### src/rtl/usb_line_state_detector.sv
// usb_line_state_detector: classifies the sampled USB line as valid EOP, malformed EOP, bus reset or SE1 error
// Optional feature macro: USB_LINE_ERR_COUNT_EN (adds err_clr input and 8-bit err_count output)
// Ports:
//   clk, n_rst                 clock, asynchronous active-low reset
//   d_plus_sync, d_minus_sync  synchronised line inputs
//   shift_enable               bit-sample strobe; the line is sampled only when high
//   eop, eop_err, se1_err      one-cycle pulses following the sample that caused them
//   bus_reset                  level, high while SE0 has been held for RESET_BITS samples or more
//   line_state                 last sampled {D+, D-}
//   err_clr, err_count         error counter clear / saturating error count (optional)
module usb_line_state_detector #(
    parameter int SE0_MIN_BITS = 2,
    parameter int SE0_MAX_BITS = 3,
    parameter int RESET_BITS   = 30
) (
    input  logic       clk,
    input  logic       n_rst,
`ifdef USB_LINE_ERR_COUNT_EN
    input  logic       err_clr,
    output logic [7:0] err_count,
`endif
    input  logic       d_plus_sync,
    input  logic       d_minus_sync,
    input  logic       shift_enable,
    output logic       eop,
    output logic       eop_err,
    output logic       bus_reset,
    output logic       se1_err,
    output logic [1:0] line_state
);
    localparam int CNT_W = $clog2(RESET_BITS + 1);
    localparam logic [CNT_W-1:0] ONE   = CNT_W'(1);
    localparam logic [CNT_W-1:0] MIN_C = CNT_W'(SE0_MIN_BITS);
    localparam logic [CNT_W-1:0] MAX_C = CNT_W'(SE0_MAX_BITS);
    localparam logic [CNT_W-1:0] RST_C = CNT_W'(RESET_BITS);

    typedef enum logic [1:0] {IDLE, SE0_RUN, BUS_RST} state_t;

    state_t           state_q;
    logic [CNT_W-1:0] se0_cnt_q;
    logic [1:0]       line_state_q;
    logic             eop_q, eop_err_q, bus_reset_q, se1_err_q;
    logic [1:0]       line;
    logic             is_se0, is_se1, is_j, good_eop;

    assign line     = {d_plus_sync, d_minus_sync};
    assign is_se0   = line == 2'b00;
    assign is_se1   = line == 2'b11;
    assign is_j     = line == 2'b10;
    // se0_cnt_q still holds the run length before this terminating sample
    assign good_eop = is_j && se0_cnt_q >= MIN_C && se0_cnt_q <= MAX_C;

    always_ff @(posedge clk or negedge n_rst) begin
        if (!n_rst) begin
            state_q      <= IDLE;
            se0_cnt_q    <= '0;
            line_state_q <= 2'b10;
            eop_q        <= 1'b0;
            eop_err_q    <= 1'b0;
            bus_reset_q  <= 1'b0;
            se1_err_q    <= 1'b0;
        end else begin
            eop_q     <= 1'b0;
            eop_err_q <= 1'b0;
            se1_err_q <= 1'b0;
            if (shift_enable) begin
                line_state_q <= line;
                se1_err_q    <= is_se1;
                se0_cnt_q    <= !is_se0 ? '0 : se0_cnt_q == RST_C ? RST_C : se0_cnt_q + ONE;
                case (state_q)
                    IDLE: if (is_se0) state_q <= SE0_RUN;
                    SE0_RUN: begin
                        if (is_se0) begin
                            if (se0_cnt_q + ONE == RST_C) begin
                                state_q     <= BUS_RST;
                                bus_reset_q <= 1'b1;
                            end
                        end else begin
                            eop_q     <= good_eop;
                            eop_err_q <= !good_eop;
                            state_q   <= IDLE;
                        end
                    end
                    BUS_RST: begin
                        if (!is_se0) begin
                            bus_reset_q <= 1'b0;
                            state_q     <= IDLE;
                        end
                    end
                    default: state_q <= IDLE;
                endcase
            end
        end
    end

    assign eop        = eop_q;
    assign eop_err    = eop_err_q;
    assign bus_reset  = bus_reset_q;
    assign se1_err    = se1_err_q;
    assign line_state = line_state_q;

`ifdef USB_LINE_ERR_COUNT_EN
    logic [7:0] err_count_q;

    // counts cycles with an error pulse visible on the outputs; clear has priority
    always_ff @(posedge clk or negedge n_rst) begin
        if (!n_rst) err_count_q <= '0;
        else err_count_q <= err_clr ? 8'd0
                          : ((eop_err_q || se1_err_q) && err_count_q != 8'hFF) ? err_count_q + 8'd1
                          : err_count_q;
    end

    assign err_count = err_count_q;
`endif
endmodule

### config.mk
export PLATFORM = sky130hd
export DESIGN_NAME = usb_line_state_detector
export DESIGN_NICKNAME = d
export VERILOG_FILES = /design/src/rtl/usb_line_state_detector.sv
export SDC_FILE = /design/constraint.sdc
export NUM_CORES = 1
export LEC_CHECK = 0
export CORE_UTILIZATION = 35
export CTS_CLUSTER_DIAMETER = 100
export CTS_CLUSTER_SIZE = 16
export DETAILED_ROUTE_END_ITERATION = 6
export MAX_ROUTING_LAYER = met4
export SYNTH_ARGS = -nofsm -noshare
export SYNTH_HDL_FRONTEND = slang
export SYNTH_SLANG_ARGS = --single-unit
### constraint.sdc
create_clock -name clk -period 4.3 [get_ports clk]
set_input_delay 0.86 -clock clk [delete_from_list [all_inputs] [get_ports clk]]
set_output_delay 0.86 -clock clk [all_outputs]
set_load 0.1 [all_outputs]
==> results by group, run 1 <==
Min path
  – Worst Hold Class: flip-flop to flip-flop

GRT
  – Largest net degree at the start of global routing: 19
  – Vias in the first global route: 489
  – First-pass GRT wire length: around 2200 microns
  – Antenna violations before repair: 0
  – Total track usage: between 10% and 20%
  – Gr ovfl total: 0

Synth
  – Main synth FF type: dfrtp_1
  – Post-synth ARST share: 100.0%
  – Seq cells post-synth: 13
  – Mapped Cells: 68
  – Seq/Total Area, Yosys: 47.20%
  – Largest area contributor in the netlist: dfrtp_1
  – EDFF count, synth: 0
  – Top-count cell post-synth: dfrtp_1
  – Synth Net Count: 76
  – Top-area cell type share of the netlist area: 43.40%
  – Post-Syn Area: a little under 700 sq um
  – Yosys warns: 0
  – Avg Cell Area, Syn: between 10 and 15 sq um
  – Area contributors post-synth: dfrtp_1 (43%), ha_1 (5.4%), o21ai_0 (5.1%), dfstp_2 (3.8%), a21oi_1 (3.6%)
  – Commonest cells in the netlist: dfrtp_1 (12), o21ai_0 (7), nand2_1 (6)
  – Netlist cell types: 28

CTS
  – Clk slew on worst S/H paths: ~0.08 ns
  – Clock buffer count from CTS: 3
  – CTS root buf: clkbuf_4
  – Clock Sinks: 13
  – # resized after CTS: 0
  – Longest Clk Path Bufs: 2
  – Worst skew pair latency: approximately 0.27 ns
  – Post-CTS Setup Bufs: 0
  – Hold_buf cts: 0
  – Htree depth: 1
  – CTS tree: done

Placed design
  – Placed cell area: 799.5 sq um
  – RD Place Congestion: just under 0.8
  – Post-Place Worst Slack: between 1.5 and 2 ns
  – Port bufs: 10
  – DPL Wire Length: ~930 microns

Cells and area
  – ANT cells: 0
  – Layout Area Growth over Synthesis: 19.35%
  – Layout cells sized above 1: 14.10%
  – Fin util: 46.32%
  – Fin area: a little over 800 sq um
  – Final nets: 87

STA
  – Worst Skew: roughly 0.0053 ns
  – Slew Limit Fails: 0
  – Final setup viols: 0
  – TNS Setup: 0 ns
  – Least-Margin Pin Slew: 0.9700 ns
  – Fin crit share: 64.82%
  – Setup WS post-layout: 1.513 ns
  – Min cycle time layout: 2.787 ns
  – Relative slew slack: 35.13%
  – Unrepaired setup endpoints after global routing: false
  – Peak Freq: ~360 MHz
  – Final hold vios: 0

Critical path
  – Slowest stage delay, CP: around 1.1 ns
  – Crit path DAT: between 1.5 and 2 ns
  – Crit path capture type: primary output
  – CP Launch Type: flip-flop
  – Slowest cell on crit path: clkdlybuf4s50_1
  – Crit path max-delay family: buffers and inverters
  – Critical path type: flip-flop to primary output
  – Worst-path maximum fanout: 2
  – CP Cell Sequence: clkdlybuf4s50_1
  – Critical Path RT: about 3.4 ns
  – CP Buf/Inv Count: 1

Floorplan
  – Initial core utilization: 38.81%
  – Die Wd: ~46 microns
  – Die Y-Extent: between 40 and 50 microns
  – Die area: roughly 0.0022 sq mm
  – Rows: 15
  – Core Area: approximately 0.0018 sq mm
  – Ports: 11

Power and ir drop
  – Switching Share: a little under a third
  – Flop pwr share: roughly half
  – Int Power: between 0.15 and 0.2 mW
  – Comb power frac: about a fifth
  – Lkg Pwr: 0.3464 nW
  – Pwr per Cell Area: about 310 mW/mm^2
  – Power Total: 0.2576 mW
  – Clock power frac: about 28%
  – Sw power: between 0.07 and 0.08 mW
  – Max VDD drop: about 270 uV

Detailed routing
  – DRC viols: 0
  – Antenna-violating nets left: 0
  – First-pass iteration count of the detailed router: 4
  – WL final: approximately 1300 microns
  – Detail-routed via count per cell: about 5.2
  – DRT iter0 DRCs: 9
  – Routed vias: ~530
  – Routed wire per std cell: ~12 microns

Status
  – Status: finished clean

Job
  – Max Cap Viol: 0
-- worst paths after layout --
path,from,to,slack [ns],cells past startpoint
hold reg to reg,line_state[0],line_state[0],0.52,1
max in group asynchronous,n_rst,bus_reset,2.97,1
min in group asynchronous,n_rst,se0_cnt_q[0],0.95,1
setup reg to reg,se0_cnt_q[1],bus_reset,2.68,5
setup / recovery,line_state[1],line_state[1],1.51,1
hold / removal,line_state[0],line_state[0],0.52,1
-- registers in the layout, summed over array words and instances, names as in the netlist --
name,flops
se1_err,1
eop_err,1
line_state,2
bus_reset,1
se0_cnt_q,5
eop,1
state_q,2
-- cell type report --
type | count | area, sq um
Clock buffer | 4 | 26.28
Fill cell | 169 | 957.2
Inverter | 2 | 7.507
Multi-Input combinational cell | 49 | 334.1
Sequential cell | 13 | 326.6
Tap cell | 25 | 31.28
Timing Repair Buffer | 10 | 100.1
-- per-layer routing --
metal	track usage, %	up-vias	share of wire, %	routed length (microns)
met4	5.294	0	0.95	12
met5	-	-	0	0
met1	18.98	243	49	628
met2	20.56	20	43	550
met3	8.627	2	6.1	78
li1	-	266	-	-
-- placed cells by master (no fill, tap or decap), drive strengths merged --
master / n
nand4: 1
and3: 1
nor4: 1
a2bb2oi: 1
clkdlybuf4s50: 10
o221ai: 1
nor3: 2
nor2: 4
dfstp: 1
dfrtp: 12
a41oi: 2
nand3b: 1
xor2: 2
a21oi: 5
nor4b: 1
mux2: 2
ha: 3
or2: 2
a21o: 1
o21ai: 7
nand3: 4
inv: 2
nand2: 7
o2111ai: 1
clkbuf: 4
-- cells by family (layout without fill, tap and decap cells) --
kind of cell / Yosys count / in the layout / synth area share, %
flops: 13 / 13 / 47.20
compound gates: 18 / 18 / 17.00
xor+xnor: 2 / 2 / 2.532
simple gates: 24 / 24 / 20.07
mux: 2 / 2 / 3.255
fa+ha+maj: 3 / 3 / 5.426
buf+inv: 6 / 16 / 4.521
-- metrics by stage --
step | instances | hold slack, ns
2_1_floorplan | 68 | 0.4902
3_3_place_gp | 99 | 0.5031
3_5_place_dp | 99 | 0.4978
4_1_cts | 103 | 0.5199
5_1_grt | 103 | 0.5298
6_report | 103 | 0.5163
-- power groups by stage --
stage / clock network [mW] / registers (mW) / logic, mW
after detailed placement: 0 / 0.135 / 0.0532
final: 0.0719 / 0.133 / 0.0530
after CTS: 0.0756 / 0.133 / 0.0534
after global placement: 0 / 0.135 / 0.0529
after floorplan: 0 / 0.156 / 0.0164
after global routing: 0.0813 / 0.134 / 0.0571
Note: power is estimated with default switching activity, not from simulation.
==> inputs of run 2 (changes only) <==
==> constraint.sdc (replaced) <==
create_clock -name clk -period 2.8 [get_ports clk]
set_input_delay 0.56 -clock clk [delete_from_list [all_inputs] [get_ports clk]]
set_output_delay 0.56 -clock clk [all_outputs]
set_load 0.1 [all_outputs]
==> results by group, run 2 (same netlist as run 1, synthesis figures left out) <==
Status
  – Status: finished clean

CTS
  – # resized after CTS: 0 (unchanged)
  – Hold_buf cts: 0 (unchanged)
  – Clock buffer count from CTS: 3 (unchanged)
  – Clock Sinks: 13 (unchanged)
  – Post-CTS Setup Bufs: 0 (unchanged)
  – Worst skew pair latency: 0.28 ns (about the same)
  – CTS root buf: clkbuf_4
  – Clk slew on worst S/H paths: 0.09 ns (about the same)
  – Longest Clk Path Bufs: 2 (unchanged)
  – CTS tree: done
  – Htree depth: 1 (unchanged)

Detailed routing
  – Routed vias: 532 (+0.19%)
  – DRC viols: 0 (unchanged)
  – Detail-routed via count per cell: 5.115 (-0.78%)
  – Antenna-violating nets left: 0 (unchanged)
  – WL final: 1304 microns (+2.8%)
  – Routed wire per std cell: 12.54 microns (+1.8%)
  – First-pass iteration count of the detailed router: 4 (unchanged)
  – DRT iter0 DRCs: 20 (+11)

Critical path
  – Worst-path maximum fanout: 6 (+4)
  – Slowest cell on crit path: clkdlybuf4s50_1
  – Slowest stage delay, CP: 0.49 ns (-0.63 ns)
  – CP Cell Sequence: clkdlybuf4s50_1 -> or2_2 -> nor4_4 -> a2bb2oi_2
  – Worst reg2reg path depth: 5 (unchanged)
  – Crit path capture type: flip-flop
  – R2r setup slk: 1.19 ns (-1.49 ns)
  – Critical path type: primary input to flip-flop
  – Reg2Reg Capture Point: bus_reset
  – Crit path max-delay family: simple AND/OR/NAND/NOR gates
  – CP Launch Type: primary input
  – Critical path startpoint: d_plus_sync
  – WP depth: 4 (+3)
  – CP Buf/Inv Count: 1 (unchanged)
  – Crit path DAT: 1.89 ns (-0.04 ns)
  – RR Startpoint: se0_cnt_q[1]
  – Crit path to: bus_reset
  – Critical Path RT: 3.01 ns (-0.43 ns)

Cells and area
  – Layout Cells excl Fill: 104 (+0.97%)
  – Most common cell after layout, fill and taps aside: dfrtp_1
  – Layout cells sized above 1: 22.78% (+8.7 points)
  – Max reg flops: 5 (unchanged)
  – Commonest non-fill, non-tap cells in the layout: dfrtp_1 (12), o21ai_0 (7), buf_4 (7)
  – Layout Area Growth over Synthesis: 18.26%
  – Final nets: 88 (+1.1%)
  – Fillers: 175 (+3.6%)
  – Reg with most FFs: se0_cnt_q
  – ANT cells: 0 (unchanged)

Placed design
  – RD Place Congestion: 0.7690 (-3.2%)
  – DPL Wire Length: 898.8 microns (-3.5%)
  – Port bufs: 10 (unchanged)
  – Post-Place Worst Slack: 0.8441 ns (-0.8374 ns)
  – Cells after DPL: 100 (+1.0%)

STA
  – Setup WS post-layout: 1.122 ns (-0.3909 ns)
  – Least-Margin Pin Slew: 0.5853 ns (-0.3847 ns)
  – Peak Freq: between 500 and 600 MHz
  – TNS Setup: 0 ns (unchanged)
  – Final hold vios: 0 (unchanged)
  – Fin crit share: between 50% and 60%
  – Final setup viols: 0 (unchanged)
  – Worst Skew: 0.005163 ns (-0.0001649 ns)
  – Slew Limit Fails: 0 (unchanged)
  – Min cycle time layout: roughly 1.7 ns
  – Relative slew slack: 60.86% (+26 points)
  – Unrepaired setup endpoints after global routing: false

Floorplan
  – Rows: 15 (unchanged)
  – Initial core utilization: 38.81% (unchanged)
  – Ports: 11 (unchanged)
  – Die area: 0.002159 sq mm (unchanged)
  – Core Area: 0.001783 sq mm (unchanged)
  – Die Wd: 46.46 microns (unchanged)
  – Die Y-Extent: 46.46 microns (unchanged)

Power and ir drop
  – Lkg Pwr: 0.3606 nW (+4.1%)
  – Pwr per Cell Area: 495.1 mW/mm^2 (+59%)
  – Max VDD drop: 246.3 uV (-9.9%)

GRT
  – First-pass GRT wire length: 2208 microns (+2.3%)
  – Total track usage: 14.95% (-0.35 points)
  – Met3 Use GR: 3.529% (-5.1 points)
  – Met2 Use GR: 19.44% (-1.1 points)
  – Gr ovfl total: 0 (unchanged)
  – Antenna violations before repair: 0 (unchanged)
  – Global Route met1 Usage: 21.60% (+2.6 points)
  – Most Used Layer, Global Route: met1
  – Largest net degree at the start of global routing: 18 (-1)
  – Vias in the first global route: 497 (+1.6%)

Job
  – Max Cap Viol: 0 (unchanged)

Min path
  – Worst Hold Class: flip-flop to flip-flop
## run 2: per-stage QoR
stage	power, mW	cell area [sq um]	utilization (%)	hold slack, ns
global placement	0.2891	792.0	44.42	0.5171
finish	0.4051	818.3	45.89	0.5228
detailed placement	0.2890	792.0	44.42	0.5030
floorplan	0.2655	691.9	-	0.2644
CTS	0.4093	818.3	45.89	0.5267
global route	0.4261	818.3	45.89	0.5573
## run 2: worst min path at each step
stage             startpoint             to  slack, ns  cells past startpoint
6_report       line_state[0]  line_state[0]       0.52                      1
4_1_cts        line_state[0]  line_state[0]       0.53                      1
3_3_place_gp       bus_reset      bus_reset       0.52                      1
3_5_place_dp   line_state[0]  line_state[0]       0.50                      1
5_1_grt        line_state[0]  line_state[0]       0.56                      1
2_1_floorplan          n_rst      bus_reset       0.26                      0
## run 2: layout make-up
type	count	area, sq um	share of cell area, %
sequential	13	326.6	39.91
timing repair buffer	11	92.59	11.31
multi-input combinational	49	334.1	40.83
clock buffer	4	26.28	3.211
inverter	2	7.507	0.9174
tap	25	31.28	3.823
## run 2: power breakdown
group	switching (mW)	leakage (nW)	internal [mW]	total, mW
clock	0.0648	0.0150	0.0552	0.120
sequential	0.00760	0.172	0.197	0.204
combinational	0.0576	0.174	0.0233	0.0809
## run 2: routing by layer
layer | wire length, microns | up-vias
met1 | 667 | 248
met2 | 555 | 17
met3 | 68 | 2
met5 | 0 | -
met4 | 12 | 0
li1 | - | 265
